`src/rtl/timer_bank.sv`:
```
// Bank of memory-mapped down-counting timers with per-channel masked, sticky W1C interrupts.
// timer_ch holds one channel's registers and FSM; timer_bank decodes the bus window and muxes reads.

module timer_ch #(
    parameter int CNT_W = 32
) (
    input  logic             clk_i,
    input  logic             reset_i,
    input  logic             ctrl_we_i,
    input  logic             preset_we_i,
    input  logic             status_we_i,
    input  logic [2:0]       ctrl_wd_i,     // {im, mode, en}
    input  logic             w1c_i,
    input  logic [CNT_W-1:0] preset_wd_i,
    output logic             en_o,
    output logic             mode_o,
    output logic             im_o,
    output logic             pending_o,
    output logic [CNT_W-1:0] preset_o,
    output logic [CNT_W-1:0] count_o
);
    typedef enum logic [1:0] {S_IDLE, S_LOAD, S_CNT, S_INT} state_e;

    state_e           state_q, state_d;
    logic             en_q, en_d;
    logic             mode_q, mode_d;
    logic             im_q, im_d;
    logic             pend_q, pend_d;
    logic [CNT_W-1:0] pre_q, pre_d;
    logic [CNT_W-1:0] cnt_q, cnt_d;
    logic             expire;

    always_ff @(posedge clk_i or negedge reset_i) begin
        if (!reset_i) begin
            state_q <= S_IDLE;
            en_q    <= 1'b0;
            mode_q  <= 1'b0;
            im_q    <= 1'b0;
            pend_q  <= 1'b0;
            pre_q   <= '0;
            cnt_q   <= '0;
        end else begin
            state_q <= state_d;
            en_q    <= en_d;
            mode_q  <= mode_d;
            im_q    <= im_d;
            pend_q  <= pend_d;
            pre_q   <= pre_d;
            cnt_q   <= cnt_d;
        end
    end

    always_comb begin
        state_d = state_q;
        en_d    = en_q;
        mode_d  = mode_q;
        im_d    = im_q;
        pre_d   = pre_q;
        cnt_d   = cnt_q;
        expire  = 1'b0;
        case (state_q)
            S_IDLE: if (en_q) state_d = S_LOAD;
            S_LOAD: begin
                cnt_d   = pre_q;
                state_d = S_CNT;
            end
            S_CNT: begin
                // Disable wins over expiry so a stopped timer never raises pending.
                if (!en_q) begin
                    state_d = S_IDLE;
                end else if (cnt_q > CNT_W'(1)) begin
                    cnt_d = cnt_q - CNT_W'(1);
                end else begin
                    cnt_d   = '0;
                    expire  = 1'b1;
                    state_d = S_INT;
                end
            end
            S_INT: begin
                if (mode_q) begin
                    state_d = S_LOAD;
                end else begin
                    en_d    = 1'b0;
                    state_d = S_IDLE;
                end
            end
            default: state_d = S_IDLE;
        endcase

        if (ctrl_we_i) begin
            en_d   = ctrl_wd_i[0];
            mode_d = ctrl_wd_i[1];
            im_d   = ctrl_wd_i[2];
        end
        if (preset_we_i) pre_d = preset_wd_i;
    end

    // Expiry on the same edge as a W1C keeps pending set.
    assign pend_d = expire | (pend_q & ~(status_we_i & w1c_i));

    assign en_o      = en_q;
    assign mode_o    = mode_q;
    assign im_o      = im_q;
    assign pending_o = pend_q;
    assign preset_o  = pre_q;
    assign count_o   = cnt_q;
endmodule

module timer_bank #(
    parameter int          N_CH      = 4,
    parameter logic [31:0] BASE_ADDR = 32'h0000_7f00,
    parameter int          CNT_W     = 32
) (
    input  logic            clk_i,
    input  logic            reset_i,     // asynchronous, active low
    input  logic [29:0]     addr_i,
    input  logic            we_i,
    input  logic [31:0]     wdata_i,
    output logic [31:0]     rdata_o,
    output logic            hit_o,
    output logic [N_CH-1:0] irq_o,
    output logic            irq_any_o
);
    localparam logic [31:0] WIN_BYTES = 32'(16 * N_CH);

    logic [31:0]                byte_addr;
    logic [31:0]                win_off;
    logic [1:0]                 word;
    logic [N_CH-1:0]            sel;
    logic [N_CH-1:0]            ch_en, ch_mode, ch_im, ch_pend;
    logic [N_CH-1:0][CNT_W-1:0] ch_preset, ch_count;

    // Offset from the window base; below-base addresses wrap high and fail the size check too.
    assign byte_addr = {addr_i, 2'b00};
    assign win_off   = byte_addr - BASE_ADDR;
    assign hit_o     = (byte_addr >= BASE_ADDR) && (win_off < WIN_BYTES);
    assign word      = win_off[3:2];

    for (genvar i = 0; i < N_CH; i++) begin : g_ch
        assign sel[i] = hit_o && (win_off[31:4] == 28'(i));

        timer_ch #(
            .CNT_W (CNT_W)
        ) u_ch (
            .clk_i       (clk_i),
            .reset_i     (reset_i),
            .ctrl_we_i   (we_i & sel[i] & (word == 2'd0)),
            .preset_we_i (we_i & sel[i] & (word == 2'd1)),
            .status_we_i (we_i & sel[i] & (word == 2'd3)),
            .ctrl_wd_i   ({wdata_i[3], wdata_i[1], wdata_i[0]}),
            .w1c_i       (wdata_i[0]),
            .preset_wd_i (wdata_i[CNT_W-1:0]),
            .en_o        (ch_en[i]),
            .mode_o      (ch_mode[i]),
            .im_o        (ch_im[i]),
            .pending_o   (ch_pend[i]),
            .preset_o    (ch_preset[i]),
            .count_o     (ch_count[i])
        );
    end

    always_comb begin
        rdata_o = '0;
        for (int i = 0; i < N_CH; i++) begin
            if (sel[i]) begin
                case (word)
                    2'd0:    rdata_o = {28'd0, ch_im[i], 1'b0, ch_mode[i], ch_en[i]};
                    2'd1:    rdata_o = 32'(ch_preset[i]);
                    2'd2:    rdata_o = 32'(ch_count[i]);
                    default: rdata_o = {31'd0, ch_pend[i]};
                endcase
            end
        end
    end

    assign irq_o     = ch_pend & ch_im;
    assign irq_any_o = |irq_o;
endmodule

```
`config.mk`:
```
export PLATFORM = sky130hd
export DESIGN_NAME = timer_bank
export DESIGN_NICKNAME = d
export VERILOG_FILES = /design/src/rtl/timer_bank.sv
export SDC_FILE = /design/constraint.sdc
export NUM_CORES = 1
export LEC_CHECK = 0
export ABC_AREA = 1
export BUFFER_PORTS_ARGS = -buffer_cell sky130_fd_sc_hd__buf_2
export CORE_MARGIN = 3
export CORE_UTILIZATION = 45
export CTS_CLUSTER_SIZE = 40
export DETAILED_ROUTE_END_ITERATION = 6
export PLACE_DENSITY = 0.6
export SLEW_MARGIN = 20
export SYNTH_ARGS = -nofsm -noshare
export SYNTH_HDL_FRONTEND = slang
export SYNTH_HIERARCHICAL = 1
export SYNTH_SLANG_ARGS = --single-unit
```
`constraint.sdc`:
```
create_clock -name clk_i -period 2.23 [get_ports clk_i]
set_clock_uncertainty 0.05 [all_clocks]
set_input_delay 0.1115 -clock clk_i [delete_from_list [all_inputs] [get_ports clk_i]]
set_output_delay 0.1115 -clock clk_i [all_outputs]
set_load 0.005 [all_outputs]
```
==> run metrics <==
failing checks=negative setup slack; cell area after layout=24700 um^2; htree depth=2; Fill cells=3771; maximum operating frequency=0.413 GHz; largest net degree at the start of global routing=64; drt pass-1 iters=6; Max-Slew Margin vs Limit=57.1%; warnings from Yosys=6; CTS buffer count=36; #FFs+latches synth=280; async set or reset register ratio after synthesis=100%; Tmin final=2.42 ns; cells after synthesis=2624; Max Cap Viol=0; Critical Path RT=2.07 ns; VDD IR max=0.595 mV; grt total ovfl=0; detailed placement HPWL=57700 um; wirelength, routed=79300 um; RSZ-0062 raised after global routing=true; Critical Path Source Type=primary input; Setup-failing EPs final=32; hold slack=0.0378 ns; run status=complete, but fails checks; CTS tree=built; Pleak=12.4 nW; initial antenna violation count=2; initial drt markers=1922; fin worst setup slack=-0.189 ns; mapped cell area=18700 um^2; Setup CP Type=in2out; Clock Path Buffers=3; first-pass GRT wire length=118000 um; Slew Viols, Final=0; Hold WC Path Type=in2async; Tcrit/Tclk final=108%; IO buf count=102; DRC Markers=0; Avg Synthesized Cell Area=7.14 um^2; Mapped Nets=2697; PwrDens=494 nW/um^2; CTS root buf=clkbuf_16; drt via density=5.77; most common cell after layout, fill and taps aside=nand2_1; TritonCTS Sinks=280; core area=41000 um^2; top_reg_cell synth=dfrtp_1; crit-path max FO=6; Die Ht=210 um; sequential cell area fraction in the yosys report=37.4%; # diodes=0; number of global-route vias before repair=19000; Post-synth EDFFs=0; Reg clk slew, reported paths=0.06 ns; Setup TNS=-3.30 ns; Tot Pwr=0.0122 W; CP Data Arrival Time=2.26 ns; Placed Area=21100 um^2; IO Pins=103; final hold violations=0; Starting Density=45.7%; DR vias=19900; Worst-Skew Late Latency=0.57 ns; routed length per placed instance=23.0 um; area delta synth->final=31.6%; gr usage total=34.8%; share of layout cells above drive strength 1=25.6%; fin nets=2954; Synth cell types=40; Detail Route Antenna Nets=0; Die Wd=210 um; Rows=74; crit end category=output pin; die area=44100 um^2; most frequent cells in the layout=nand2_1 (581), nor2_1 (356), dfrtp_1 (280), inv_1 (226), o21ai_0 (191); Final GP Congestion=0.982; Tightest Pin Transition=0.641 ns; worst slack at placement=-0.576 ns
layout make-up:
type	instances	area (um^2)	area share, %
multi-input combinational	1980	11400	46.1
sequential	280	7010	28.4
timing repair buffer	337	3400	13.8
clock buffer	48	1020	4.13
inverter	246	943	3.83
tap	532	666	2.70
clock inverter	18	256	1.04
state kept, by name, summed over array words and instances, names as in the netlist:
signal,cells
g_ch.u_ch/count_o,128
g_ch.u_ch/state_q,8
g_ch.u_ch/mode_o,4
g_ch.u_ch/en_o,4
g_ch.u_ch/pending_o,4
g_ch.u_ch/preset_o,128
g_ch.u_ch/im_o,4
path summary, 6_finish.rpt:
| path | start | end | slack (ns) | cells after the start |
|---|---|---|---|---|
| worst min register to register | g_ch[1].u_ch/im_o$_DFFE_PN0P_ | g_ch[1].u_ch/im_o$_DFFE_PN0P_ | 0.46 | 2 |
| max in group asynchronous | reset_i | g_ch[1].u_ch/count_o[25]$_DFFE_PN0P_ | 1.36 | 3 |
| min in group clk_i | we_i | g_ch[0].u_ch/im_o$_DFFE_PN0P_ | 0.11 | 6 |
| worst max register to register | g_ch[2].u_ch/count_o[0]$_DFFE_PN0P_ | g_ch[2].u_ch/count_o[12]$_DFFE_PN0P_ | 0.19 | 12 |
| worst max-delay path | addr_i[25] | rdata_o[20] | -0.19 | 19 |
| worst min-delay path | reset_i | g_ch[3].u_ch/count_o[28]$_DFFE_PN0P_ | 0.04 | 2 |
worst max-delay path: stages:
cell,delay (ns)
buf_2,0.14
nor2_2,0.12
nand2_1,0.07
nor2_2,0.14
nand3_2,0.08
nand2_1,0.07
nand2_1,0.06
nor2_2,0.09
nand3_2,0.10
nor2_4,0.13
buf_12,0.15
buf_12,0.14
buf_12,0.12
buf_16,0.12
nand3_2,0.08
nand3_2,0.13
nand2_2,0.07
a21oi_2,0.17
buf_2,0.14
cell usage after synthesis (21+ instances only):
cell      count  area (um^2)
mux2_2       92         1040
dfrtp_1     280         7010
xor2_1       21          184
nand2_1     620         2330
buf_2        33          165
a22oi_1      21          158
a21oi_1     137          686
inv_1       231          867
o21ai_0     192          961
a22o_1       92          806
nand3_1     232         1160
clkbuf_1     59          221
nor2_1      414         1550
timing repair:
item	CTS	global route
setup endpoints to repair	32	61
gates resized for setup	208	121
gates cloned	11	9
pin swaps	52	79
buffers inserted	13	7
hold endpoints to repair	424	0
hold buffers	33	0
through the flow:
step                      std cells  util, %
after floorplan                2624        -
after detailed placement       3310     51.6
final                          3441     60.1
after global routing           3441     60.1
after global placement         3310     51.6
after CTS                      3432     58.4
cells by family after synthesis:
family | share of synthesized area, %
xor gates and xnor gates | 1.17
AOI/OAI and AO/OA | 15.6
adders and majority gates | 0.534
and+or+nand+nor | 31.5
DFF | 37.4
muxes | 5.53
buffers and inverters | 8.29
where the power goes:
part | total, W | internal [W] | switching (W)
clock network | 0.00633 | 0.00383 | 0.00250
logic | 0.000764 | 0.000254 | 0.000510
registers | 0.00508 | 0.00508 | 0.000000000181
total | 0.0122 | 0.00917 | 0.00301
layer usage:
metal / up-vias / global-route usage [%] / routed length (um)
met3: 178 / 6.15 / 6460
met5: - / 0 / 0
li1: 9167 / - / -
met1: 9613 / 47.7 / 33300
met4: 0 / 13.5 / 3390
met2: 904 / 55.3 / 36100
No activity file was read; power rests on OpenSTA's default activity.
